$ cat src/rtl/rsa_modexp.sv
// Modular exponentiation (LSB-first square-and-multiply) over a bit-serial interleaved modular multiplier.
// Optional RSA_CONST_TIME_EN: run MUL for every exponent bit so latency is independent of the exponent.
module rsa_modexp #(
   parameter int WIDTH     = 16,
   parameter int EXP_WIDTH = 16
) (
   input  logic                 clk,
   input  logic                 rst_n,
   input  logic                 start,
   input  logic [WIDTH-1:0]     message,
   input  logic [EXP_WIDTH-1:0] exponent,
   input  logic [WIDTH-1:0]     modulus,
   output logic                 busy,
   output logic                 done,
   output logic                 error,
   output logic [WIDTH-1:0]     result
);

   localparam int CW = $clog2(WIDTH);
   localparam int EW = $clog2(EXP_WIDTH + 1);
`ifdef RSA_CONST_TIME_EN
   localparam bit CT = 1'b1;
`else
   localparam bit CT = 1'b0;
`endif

   typedef enum logic [2:0] {IDLE, REDUCE, MUL, SQR, FIN} state_t;

   state_t               r_state, w_next;
   logic [WIDTH:0]       r_acc;
   logic [WIDTH-1:0]     r_n, r_a, r_base, r_res, r_result;
   logic [EXP_WIDTH-1:0] r_exp;
   logic [CW-1:0]        r_cnt;
   logic [EW-1:0]        r_ebit;
   logic                 r_zero;

   logic [WIDTH:0]       w_n, w_b, w_dbl, w_d1, w_sum, w_d2;
   logic [WIDTH-1:0]     w_prod;
   logic [EXP_WIDTH-1:0] w_exp_nxt;
   logic                 w_last;

   // One multiplier step: acc = 2*acc mod n, then acc += (a_bit ? b : 0) mod n.
   // REDUCE scans message against b=1, so operands stay below n even when message >= n.
   always_comb begin
      w_n       = {1'b0, r_n};
      w_b       = (r_state == REDUCE) ? {{WIDTH{1'b0}}, 1'b1} : {1'b0, r_base};
      w_dbl     = r_acc << 1;
      w_d1      = (w_dbl >= w_n) ? w_dbl - w_n : w_dbl;
      w_sum     = w_d1 + (r_a[WIDTH-1] ? w_b : '0);
      w_d2      = (w_sum >= w_n) ? w_sum - w_n : w_sum;
      w_prod    = WIDTH'(w_d2);
      w_last    = (r_cnt == CW'(WIDTH - 1));
      w_exp_nxt = r_exp >> 1;
   end

   always_ff @(posedge clk or negedge rst_n) begin
      if (!rst_n) r_state <= IDLE;
      else        r_state <= w_next;
   end

   always_comb begin
      w_next = r_state;
      unique case (r_state)
         IDLE:    if (start) w_next = (modulus == '0) ? FIN : REDUCE;
         REDUCE:  if (w_last) w_next = (CT || r_exp[0]) ? MUL : SQR;
         MUL:     if (w_last) w_next = SQR;
         SQR:     if (w_last) w_next = (r_ebit == EW'(EXP_WIDTH - 1)) ? FIN :
                                       ((CT || w_exp_nxt[0]) ? MUL : SQR);
         FIN:     w_next = IDLE;
         default: w_next = IDLE;
      endcase
   end

   always_ff @(posedge clk or negedge rst_n) begin
      if (!rst_n) begin
         r_acc    <= '0;
         r_n      <= '0;
         r_a      <= '0;
         r_base   <= '0;
         r_res    <= '0;
         r_result <= '0;
         r_exp    <= '0;
         r_cnt    <= '0;
         r_ebit   <= '0;
         r_zero   <= 1'b0;
      end else begin
         unique case (r_state)
            IDLE: if (start) begin
               r_n    <= modulus;
               r_exp  <= exponent;
               r_a    <= message;
               r_acc  <= '0;
               r_cnt  <= '0;
               r_ebit <= '0;
               r_res  <= (modulus == WIDTH'(1)) ? '0 : WIDTH'(1);
               r_zero <= (modulus == '0);
               if (modulus == '0) r_result <= '0;
            end
            REDUCE, MUL, SQR: begin
               if (!w_last) begin
                  r_acc <= w_d2;
                  r_a   <= r_a << 1;
                  r_cnt <= r_cnt + 1'b1;
               end else begin
                  r_acc <= '0;
                  r_cnt <= '0;
                  if (r_state == REDUCE) r_base <= w_prod;
                  // In the constant-time build the product of a zero bit is dropped here.
                  if (r_state == MUL && r_exp[0]) r_res <= w_prod;
                  if (r_state == SQR) begin
                     r_base <= w_prod;
                     r_exp  <= w_exp_nxt;
                     r_ebit <= r_ebit + 1'b1;
                  end
                  unique case (w_next)
                     MUL:     r_a <= r_res;
                     SQR:     r_a <= (r_state == MUL) ? r_base : w_prod;
                     FIN:     r_result <= r_res;
                     default: ;
                  endcase
               end
            end
            default: ;
         endcase
      end
   end

   assign done   = (r_state == FIN);
   assign error  = done && r_zero;
   assign busy   = (r_state != IDLE) && !r_zero;
   assign result = r_result;

endmodule
$ cat config.mk
export PLATFORM = sky130hd
export DESIGN_NAME = rsa_modexp
export DESIGN_NICKNAME = d
export VERILOG_FILES = /design/src/rtl/rsa_modexp.sv
export SDC_FILE = /design/constraint.sdc
export NUM_CORES = 1
export LEC_CHECK = 0
export BUFFER_PORTS_ARGS = -buffer_cell sky130_fd_sc_hd__buf_2
export CAP_MARGIN = 20
export CORE_UTILIZATION = 61
export DETAILED_ROUTE_END_ITERATION = 8
export PLACE_DENSITY = 0.81
export SLEW_MARGIN = 20
export SYNTH_ARGS = -nofsm -noshare
export SYNTH_HDL_FRONTEND = slang
export SYNTH_SLANG_ARGS = --single-unit
export TNS_END_PERCENT = 10
$ cat constraint.sdc
create_clock -name clk -period 7 [get_ports clk]
set_input_delay 0 -clock clk [delete_from_list [all_inputs] [get_ports clk]]
set_output_delay 0 -clock clk [all_outputs]
set_load 0.01 [all_outputs]
==> report_table.html, run 1 <==
<table>
<tr><th>Metric</th><th>Value</th></tr>
<tr><th colspan="2">Logic synthesis</th></tr>
<tr><td>Asr flop ratio synth</td><td>1.00</td></tr>
<tr><td>Yosys cell types</td><td>65</td></tr>
<tr><td>Synth Instances</td><td>968</td></tr>
<tr><td>Net Count, Synth</td><td>1074</td></tr>
<tr><td>Main synth FF type</td><td>sky130_fd_sc_hd__dfrtp_1</td></tr>
<tr><td>Average size of a mapped cell</td><td>8.58 sq um</td></tr>
<tr><td>Proportion of synthesized chip area in sequential cells</td><td>0.377</td></tr>
<tr><td>Number of storage elements in the synthesis netlist</td><td>125</td></tr>
<tr><td>Synthesized area</td><td>8300 sq um</td></tr>
<tr><td>Count of flip-flops with a built-in enable after synthesis</td><td>0</td></tr>
<tr><td>Warnings from Yosys</td><td>0</td></tr>
<tr><th colspan="2">Clocking</th></tr>
<tr><td>Clock buffer count from CTS</td><td>17</td></tr>
<tr><td>Cell at the root of the clock tree</td><td>sky130_fd_sc_hd__clkbuf_16</td></tr>
<tr><td>Clock-pin slew on the worst setup and hold paths</td><td>0.06 ns</td></tr>
<tr><td>Clock latency on the worst-skew pair</td><td>0.42 ns</td></tr>
<tr><td>CTS sink count</td><td>125</td></tr>
<tr><td>Clock tree from TritonCTS</td><td>yes</td></tr>
<tr><td>Max Buffers Root-to-Sink</td><td>2</td></tr>
<tr><td>H-Tree Level Count</td><td>4</td></tr>
<tr><th colspan="2">GRT</th></tr>
<tr><td>Final global-route overflow total</td><td>0</td></tr>
<tr><td>Maximum number of pins on one net before global-route repair</td><td>73</td></tr>
<tr><td>First-pass GRT wire length</td><td>38.4 mm</td></tr>
<tr><td>Global-route usage over all layers</td><td>0.352</td></tr>
<tr><td>Number of global-route vias before repair</td><td>7536</td></tr>
<tr><td>Antenna violations before repair</td><td>0</td></tr>
<tr><th colspan="2">Worst setup path</th></tr>
<tr><td>R2R cell count</td><td>25</td></tr>
<tr><td>Req. time, crit path</td><td>7.31 ns</td></tr>
<tr><td>Slowest cell on crit path</td><td>sky130_fd_sc_hd__mux2_2</td></tr>
<tr><td>End point of the critical path</td><td>r_base[9]</td></tr>
<tr><td>Worst R2R End</td><td>r_base[9]</td></tr>
<tr><td>Crit. path cell count</td><td>25</td></tr>
<tr><td>Beginning of the worst register-to-register path</td><td>r_acc[5]</td></tr>
<tr><td>Type of element capturing the critical path</td><td>register</td></tr>
<tr><td>Most common cell on crit path</td><td>sky130_fd_sc_hd__a21o_1</td></tr>
<tr><td>Critical Setup Path Class</td><td>register to register</td></tr>
<tr><td>Maximum fanout count along the critical path</td><td>12</td></tr>
<tr><td>Kind of start point of the critical path</td><td>register</td></tr>
<tr><td>Crit-path max cell delay</td><td>0.40 ns</td></tr>
<tr><td>Data arrival time of the critical path</td><td>7.05 ns</td></tr>
<tr><td>Internal reg-to-reg setup slack</td><td>0.26 ns</td></tr>
<tr><td>Number of buffer and inverter instances along the worst setup path</td><td>1</td></tr>
<tr><td>Crit-path leading delay family</td><td>compound AO/OA/AOI/OAI gates</td></tr>
<tr><td>Start point of the critical path</td><td>r_acc[5]</td></tr>
<tr><th colspan="2">Timing</th></tr>
<tr><td>Max-slew violation total from the final report</td><td>0</td></tr>
<tr><td>Final worst path period share</td><td>0.963</td></tr>
<tr><td>Hold Violations, Final</td><td>0</td></tr>
<tr><td>Slew at the pin closest to its max-slew limit</td><td>1.15 ns</td></tr>
<tr><td>Max-slew headroom</td><td>0.233</td></tr>
<tr><td>Shortest clock period the worst path allows after layout</td><td>6.74 ns</td></tr>
<tr><td>Final setup TNS</td><td>0 ns</td></tr>
<tr><td>Maximum clock skew at final layout</td><td>0.00558 ns</td></tr>
<tr><td>Setup repair after global routing missed its margin</td><td>no</td></tr>
<tr><td>Achievable frequency</td><td>148 MHz</td></tr>
<tr><td>Number of setup violations in the final report</td><td>0</td></tr>
<tr><th colspan="2">Detailed routing</th></tr>
<tr><td>Routed metal-1 wire length</td><td>10.2 mm</td></tr>
<tr><td>DRT Wirelength</td><td>24.0 mm</td></tr>
<tr><td>Met3 wire length</td><td>1.58 mm</td></tr>
<tr><td>Starting DRC count in detailed routing</td><td>786</td></tr>
<tr><td>Pre-antenna DRT Iters</td><td>8</td></tr>
<tr><td>Post-route DRC violation count</td><td>0</td></tr>
<tr><td>Routed length on met2</td><td>11.3 mm</td></tr>
<tr><td>Top Layer Used</td><td>met4</td></tr>
<tr><td>Detail-routed via count per cell</td><td>6.38</td></tr>
<tr><td>Total vias in the final route</td><td>7997</td></tr>
<tr><td>Average routed wire per standard cell</td><td>19.1 microns</td></tr>
<tr><td>Number of antenna-violating nets in the routed design</td><td>0</td></tr>
<tr><th colspan="2">Floorplanning</th></tr>
<tr><td>Std-Cell Core Area</td><td>13200 sq um</td></tr>
<tr><td>Effective utilization at floorplan</td><td>0.627</td></tr>
<tr><td>Core Rows</td><td>42</td></tr>
<tr><td>Die Width</td><td>119 microns</td></tr>
<tr><td>Ports</td><td>70</td></tr>
<tr><td>Die outline height</td><td>119 microns</td></tr>
<tr><td>DIE AREA</td><td>14100 sq um</td></tr>
<tr><th colspan="2">Place</th></tr>
<tr><td>HPWL reported at the end of detailed placement</td><td>16.2 mm</td></tr>
<tr><td>Gpl congestion</td><td>0.965</td></tr>
<tr><td># placed instances</td><td>1179</td></tr>
<tr><td># port buffers</td><td>69</td></tr>
<tr><th colspan="2">Final layout</th></tr>
<tr><td>Final core utilization</td><td>0.746</td></tr>
<tr><td>Final net count</td><td>1172</td></tr>
<tr><td>Number of filler cells placed in the layout</td><td>968</td></tr>
<tr><td>Fraction of layout instances using a drive strength above 1</td><td>0.143</td></tr>
<tr><td>Area overhead of the layout relative to synthesis</td><td>19.0%</td></tr>
<tr><td>Diodes inserted</td><td>0</td></tr>
<tr><td>Final cell count without fillers</td><td>1254</td></tr>
<tr><th colspan="2">Hold path</th></tr>
<tr><td>Type of the tightest min-delay check</td><td>input pin to register</td></tr>
<tr><th colspan="2">Flow run</th></tr>
<tr><td>Maxcap violations</td><td>0</td></tr>
<tr><th colspan="2">Outcome</th></tr>
<tr><td>Run status</td><td>completed</td></tr>
</table>
==> cells in the mapped netlist (all sizes together) (6+ instances only) <==
master  count  area, sq um
nand2     142          533
dfrtp     125         3130
o21ai     102          510
nor2       72          270
a21oi      58          290
ha         52          651
clkbuf     40          150
inv        38          143
xnor2      29          254
a21o       26          195
a31oi      25          163
nand3      23          115
and2       18          113
a221oi     17          149
nor3       16          101
mux2i      14          140
a22oi      12         90.1
mux2       11          124
and3        9         56.3
buf         9         51.3
nand4       9         62.6
o221ai      8         76.3
xor2        8         70.1
a211oi      6         45.0
o21a        6         45.0
o21bai      6         45.0
==> cell usage in the layout (no fill, tap or decap), types with 11 or more instances in the layout <==
cell type | synthesis | final
sky130_fd_sc_hd__a21o_1 | 26 | 26
sky130_fd_sc_hd__a21oi_1 | 58 | 56
sky130_fd_sc_hd__a221oi_1 | 17 | 16
sky130_fd_sc_hd__a22oi_1 | 12 | 12
sky130_fd_sc_hd__a31oi_1 | 24 | 23
sky130_fd_sc_hd__and2_1 | 18 | 18
sky130_fd_sc_hd__buf_2 | 5 | 68
sky130_fd_sc_hd__buf_4 | 0 | 16
sky130_fd_sc_hd__clkbuf_16 | 0 | 17
sky130_fd_sc_hd__dfrtp_1 | 125 | 125
sky130_fd_sc_hd__dlygate4sd3_1 | 0 | 44
sky130_fd_sc_hd__ha_1 | 52 | 52
sky130_fd_sc_hd__inv_1 | 38 | 38
sky130_fd_sc_hd__mux2_2 | 11 | 11
sky130_fd_sc_hd__nand2_1 | 142 | 142
sky130_fd_sc_hd__nand3_1 | 23 | 23
sky130_fd_sc_hd__nor2_1 | 72 | 71
sky130_fd_sc_hd__nor3_1 | 13 | 12
sky130_fd_sc_hd__o21ai_0 | 96 | 96
sky130_fd_sc_hd__xnor2_1 | 29 | 29
==> what timing repair did <==
action	4_1_cts	5_1_grt
hold buffers	44	0
buffers inserted	0	0
resized for setup	0	8
setup endpoints to repair	0	60
endpoints found under the hold margin	96	0
==> per-layer routing <==
metal  vias to the layer above  track usage
met5                         -            0
met4                         0        0.191
met3                        73       0.0632
met2                       402        0.551
met1                      3820        0.462
li1                       3702            -
==> worst min path at each step <==
stage	slack (ns)	cells past startpoint	start	endpoint
4_1_cts	0.007	4	message[0]	r_a[0]
2_1_floorplan	-0.30	0	rst_n	r_a[0]
6_report	0.004	4	message[0]	r_a[0]
5_1_grt	0.04	4	message[9]	r_a[9]
3_5_place_dp	0.11	1	rst_n	r_acc[11]
3_3_place_gp	0.11	1	rst_n	r_n[15]
==> cell families after synthesis <==
logic type	count (synthesis)	synth area share
AO/OA/AOI/OAI	312	0.243
XOR/XNOR	37	0.0390
adder cells (fa/ha/maj)	55	0.0856
buffers and inverters	87	0.0414
flip-flops	125	0.377
multiplexers	25	0.0318
AND/OR/NAND/NOR	327	0.183
==> worst register-to-register path, stage by stage, from the launching register on <==
cell and delay, ns:
sky130_fd_sc_hd__dfrtp_1 0.39, sky130_fd_sc_hd__ha_1 0.39, sky130_fd_sc_hd__a21o_1 0.21, sky130_fd_sc_hd__a21o_1 0.18, sky130_fd_sc_hd__a221o_1 0.35, sky130_fd_sc_hd__a31oi_2 0.33
sky130_fd_sc_hd__o41ai_4 0.19, sky130_fd_sc_hd__mux2_2 0.34, sky130_fd_sc_hd__ha_1 0.32, sky130_fd_sc_hd__a21o_1 0.19, sky130_fd_sc_hd__a221o_1 0.38, sky130_fd_sc_hd__o22ai_2 0.25
sky130_fd_sc_hd__o21bai_1 0.10, sky130_fd_sc_hd__a21oi_1 0.18, sky130_fd_sc_hd__xnor2_1 0.17, sky130_fd_sc_hd__ha_1 0.33, sky130_fd_sc_hd__a21o_1 0.21, sky130_fd_sc_hd__a21o_1 0.17
sky130_fd_sc_hd__a21oi_1 0.14, sky130_fd_sc_hd__o21ai_0 0.11, sky130_fd_sc_hd__a221oi_2 0.37, sky130_fd_sc_hd__nor2_1 0.17, sky130_fd_sc_hd__nor3_4 0.22, sky130_fd_sc_hd__buf_4 0.26
sky130_fd_sc_hd__mux2_2 0.41, sky130_fd_sc_hd__mux2_2 0.27
==> area by class of cell <==
| type | instances | area, sq um | area share |
|---|---|---|---|
| Clock buffer | 20 | 447 | 0.0452 |
| Clock inverter | 11 | 144 | 0.0146 |
| Inverter | 38 | 143 | 0.0144 |
| Multi-Input combinational cell | 756 | 4900 | 0.496 |
| Sequential cell | 125 | 3130 | 0.317 |
| Tap cell | 176 | 220 | 0.0223 |
| Timing Repair Buffer | 128 | 901 | 0.0912 |
==> per-stage QoR <==
step                cell area [sq um]  hold WS (ns)  setup WS, ns
CTS                              9840       0.00687        0.0375
global route                     9880        0.0430        0.0453
global placement                 8810         0.109         0.280
finish                           9880       0.00448         0.258
detailed placement               8810         0.110         0.126
floorplan                        8300        -0.296         0.887
==> registers in the layout (all words and copies together), names as in the netlist <==
name	flops
r_acc	16
r_state	3
r_a	16
r_zero	1
r_ebit	5
r_n	16
r_res	16
r_base	16
result	16
r_exp	16
r_cnt	4
Power of run 1 is left out: the tool's default activity adds up to more than one toggle a clock period on the data nets, which glitch-free logic cannot reach.
==> run 2: changes to the inputs <==
PLACE_DENSITY = 0.93   (was 0.81)
==> report_table.html, run 2 (synthesis results as in run 1) <==
<table>
<tr><th>Metric</th><th>Value</th></tr>
<tr><th colspan="2">Worst setup path</th></tr>
<tr><td>Maximum fanout count along the critical path</td><td>12</td></tr>
<tr><td>Type of element capturing the critical path</td><td>register</td></tr>
<tr><td>Critical Setup Path Class</td><td>register to register</td></tr>
<tr><td>Req. time, crit path</td><td>7.27 ns</td></tr>
<tr><td>Internal reg-to-reg setup slack</td><td>0.14 ns</td></tr>
<tr><td>Kind of start point of the critical path</td><td>register</td></tr>
<tr><td>Data arrival time of the critical path</td><td>7.14 ns</td></tr>
<tr><th colspan="2">Final layout</th></tr>
<tr><td>Area overhead of the layout relative to synthesis</td><td>19.0%</td></tr>
<tr><td>Area of all sequential standard cells</td><td>3130 sq um</td></tr>
<tr><td>Multi-input gate area in the final layout</td><td>4890 sq um</td></tr>
<tr><td>Fraction of layout instances using a drive strength above 1</td><td>0.141</td></tr>
<tr><td>Most common library cell in the layout ignoring fill and taps</td><td>sky130_fd_sc_hd__nand2_1</td></tr>
<tr><td>Diodes inserted</td><td>0</td></tr>
<tr><td>Leading cell types in the layout, fill and taps excluded</td><td>sky130_fd_sc_hd__nand2_1 (142), sky130_fd_sc_hd__dfrtp_1 (125), sky130_fd_sc_hd__o21ai_0 (96)</td></tr>
<tr><td>Number of filler cells placed in the layout</td><td>854</td></tr>
<tr><td>Final net count</td><td>1172</td></tr>
<tr><th colspan="2">Timing</th></tr>
<tr><td>Setup repair after global routing missed its margin</td><td>yes</td></tr>
<tr><td>Max-slew headroom</td><td>0.198</td></tr>
<tr><td>Hold Violations, Final</td><td>0</td></tr>
<tr><td>Final worst path period share</td><td>0.981</td></tr>
<tr><td>Slew at the pin closest to its max-slew limit</td><td>1.20 ns</td></tr>
<tr><td>Setup slack of the critical path after layout</td><td>0.135 ns</td></tr>
<tr><td>Achievable frequency</td><td>146 MHz</td></tr>
<tr><td>Maximum clock skew at final layout</td><td>0.0108 ns</td></tr>
<tr><td>Number of setup violations in the final report</td><td>0</td></tr>
<tr><td>Shortest clock period the worst path allows after layout</td><td>6.86 ns</td></tr>
<tr><td>Max-slew violation total from the final report</td><td>0</td></tr>
<tr><th colspan="2">Clocking</th></tr>
<tr><td>Max Buffers Root-to-Sink</td><td>2</td></tr>
<tr><td>Clock buffer count from CTS</td><td>17</td></tr>
<tr><td>Clock-pin slew on the worst setup and hold paths</td><td>0.06 ns</td></tr>
<tr><td>CTS sink count</td><td>125</td></tr>
<tr><td>Clock latency on the worst-skew pair</td><td>0.43 ns</td></tr>
<tr><td>Clock tree from TritonCTS</td><td>yes</td></tr>
<tr><td>H-Tree Level Count</td><td>4</td></tr>
<tr><td>Cell at the root of the clock tree</td><td>sky130_fd_sc_hd__clkbuf_16</td></tr>
<tr><th colspan="2">Detailed routing</th></tr>
<tr><td>Total vias in the final route</td><td>8583</td></tr>
<tr><td>Pre-antenna DRT Iters</td><td>7</td></tr>
<tr><td>Average routed wire per standard cell</td><td>21.3 microns</td></tr>
<tr><td>Detail-routed via count per cell</td><td>6.84</td></tr>
<tr><td>Post-route DRC violation count</td><td>0</td></tr>
<tr><td>DRT Wirelength</td><td>26.7 mm</td></tr>
<tr><td>Starting DRC count in detailed routing</td><td>1303</td></tr>
<tr><td>Number of antenna-violating nets in the routed design</td><td>0</td></tr>
<tr><th colspan="2">Hold path</th></tr>
<tr><td>Type of the tightest min-delay check</td><td>input pin to register</td></tr>
<tr><th colspan="2">Place</th></tr>
<tr><td>Post-Place Setup Slack</td><td>-0.101 ns</td></tr>
<tr><td>HPWL reported at the end of detailed placement</td><td>16.4 mm</td></tr>
<tr><td># port buffers</td><td>69</td></tr>
<tr><td>Gpl congestion</td><td>0.964</td></tr>
<tr><th colspan="2">GRT</th></tr>
<tr><td>First-pass GRT wire length</td><td>42.4 mm</td></tr>
<tr><td>Antenna violations before repair</td><td>0</td></tr>
<tr><td>Global-route usage over all layers</td><td>0.389</td></tr>
<tr><td>Number of global-route vias before repair</td><td>8243</td></tr>
<tr><td>Final global-route overflow total</td><td>0</td></tr>
<tr><td>Maximum number of pins on one net before global-route repair</td><td>76</td></tr>
<tr><th colspan="2">Outcome</th></tr>
<tr><td>Run status</td><td>completed</td></tr>
<tr><th colspan="2">Floorplanning</th></tr>
<tr><td>DIE AREA</td><td>14100 sq um</td></tr>
<tr><td>Core Rows</td><td>42</td></tr>
<tr><td>Die outline height</td><td>119 microns</td></tr>
<tr><td>Ports</td><td>70</td></tr>
<tr><td>Std-Cell Core Area</td><td>13200 sq um</td></tr>
<tr><td>Die Width</td><td>119 microns</td></tr>
<tr><td>Effective utilization at floorplan</td><td>0.627</td></tr>
<tr><th colspan="2">Flow run</th></tr>
<tr><td>Maxcap violations</td><td>0</td></tr>
</table>
-- run 2: changes by cell type in the layout (fill, tap and decap cells not counted), moves of 2 or more --
cell / delta
sky130_fd_sc_hd__clkbuf_8: +3
sky130_fd_sc_hd__buf_4: -2
sky130_fd_sc_hd__dlygate4sd3_1: +2
sky130_fd_sc_hd__mux2i_1: -2
sky130_fd_sc_hd__mux2i_2: +2
-- run 2: stage by stage --
step           instance area (sq um)  setup TNS, ns  hold slack (ns)   util  instances
6_report                        9880              0           0.0150  0.746       1255
5_1_grt                         9880         -0.409           0.0766  0.746       1255
4_1_cts                         9840              0         0.000305  0.743       1253
3_5_place_dp                    8770         -0.365           0.0809  0.663       1175
3_3_place_gp                    8770              0           0.0827  0.663       1175
2_1_floorplan                   8300              0           -0.296      -        968
-- run 2: final timing paths --
kind / start / end / depth (start not counted)
hold / removal: message[2] / r_a[2] / 5
hold reg to reg: result[7] / result[7] / 2
setup / recovery: r_acc[5] / r_acc[7] / 25
max in group asynchronous: rst_n / result[1] / 3
setup reg to reg: r_acc[5] / r_acc[7] / 25
min in group asynchronous: rst_n / r_n[13] / 2
-- run 2: worst max-delay path, cell delays in order, from the launching register on --
cell and delay [ns]:
sky130_fd_sc_hd__dfrtp_1 0.40, sky130_fd_sc_hd__ha_1 0.40, sky130_fd_sc_hd__a21o_1 0.21, sky130_fd_sc_hd__a21o_1 0.18
sky130_fd_sc_hd__a221o_1 0.36, sky130_fd_sc_hd__a31oi_2 0.33, sky130_fd_sc_hd__o41ai_4 0.20, sky130_fd_sc_hd__mux2_2 0.35
sky130_fd_sc_hd__ha_1 0.31, sky130_fd_sc_hd__a21o_1 0.19, sky130_fd_sc_hd__a221o_1 0.37, sky130_fd_sc_hd__o22ai_2 0.25
sky130_fd_sc_hd__o21bai_1 0.10, sky130_fd_sc_hd__a21oi_1 0.19, sky130_fd_sc_hd__xnor2_1 0.19, sky130_fd_sc_hd__ha_1 0.34
sky130_fd_sc_hd__a21o_1 0.20, sky130_fd_sc_hd__a21o_1 0.18, sky130_fd_sc_hd__a21oi_1 0.14, sky130_fd_sc_hd__o21ai_0 0.11
sky130_fd_sc_hd__a221oi_1 0.36, sky130_fd_sc_hd__nor2_1 0.18, sky130_fd_sc_hd__nor3_4 0.22, sky130_fd_sc_hd__buf_4 0.27
sky130_fd_sc_hd__mux2i_2 0.48, sky130_fd_sc_hd__o21ai_0 0.20
-- run 2: cell type report --
type	count	area share
multi-input combinational	756	0.495
sequential	125	0.316
timing repair buffer	128	0.0916
clock buffer	23	0.0494
tap	176	0.0223
inverter	38	0.0144
clock inverter	9	0.0111
-- run 2: routing by layer --
metal,vias to the layer above,GRT usage,share of wire
met5,-,0,0
met4,0,0.248,0.070
met3,186,0.104,0.11
met2,685,0.609,0.46
met1,4013,0.476,0.36
li1,3699,-,-
-- run 2: repair_timing --
action,in CTS,in global routing
gates resized for setup,1,7
setup buffers,0,2
hold buffers,46,0
hold endpoints to repair,95,0
setup endpoints to repair,22,30
Power of run 2 is left out for the same reason.
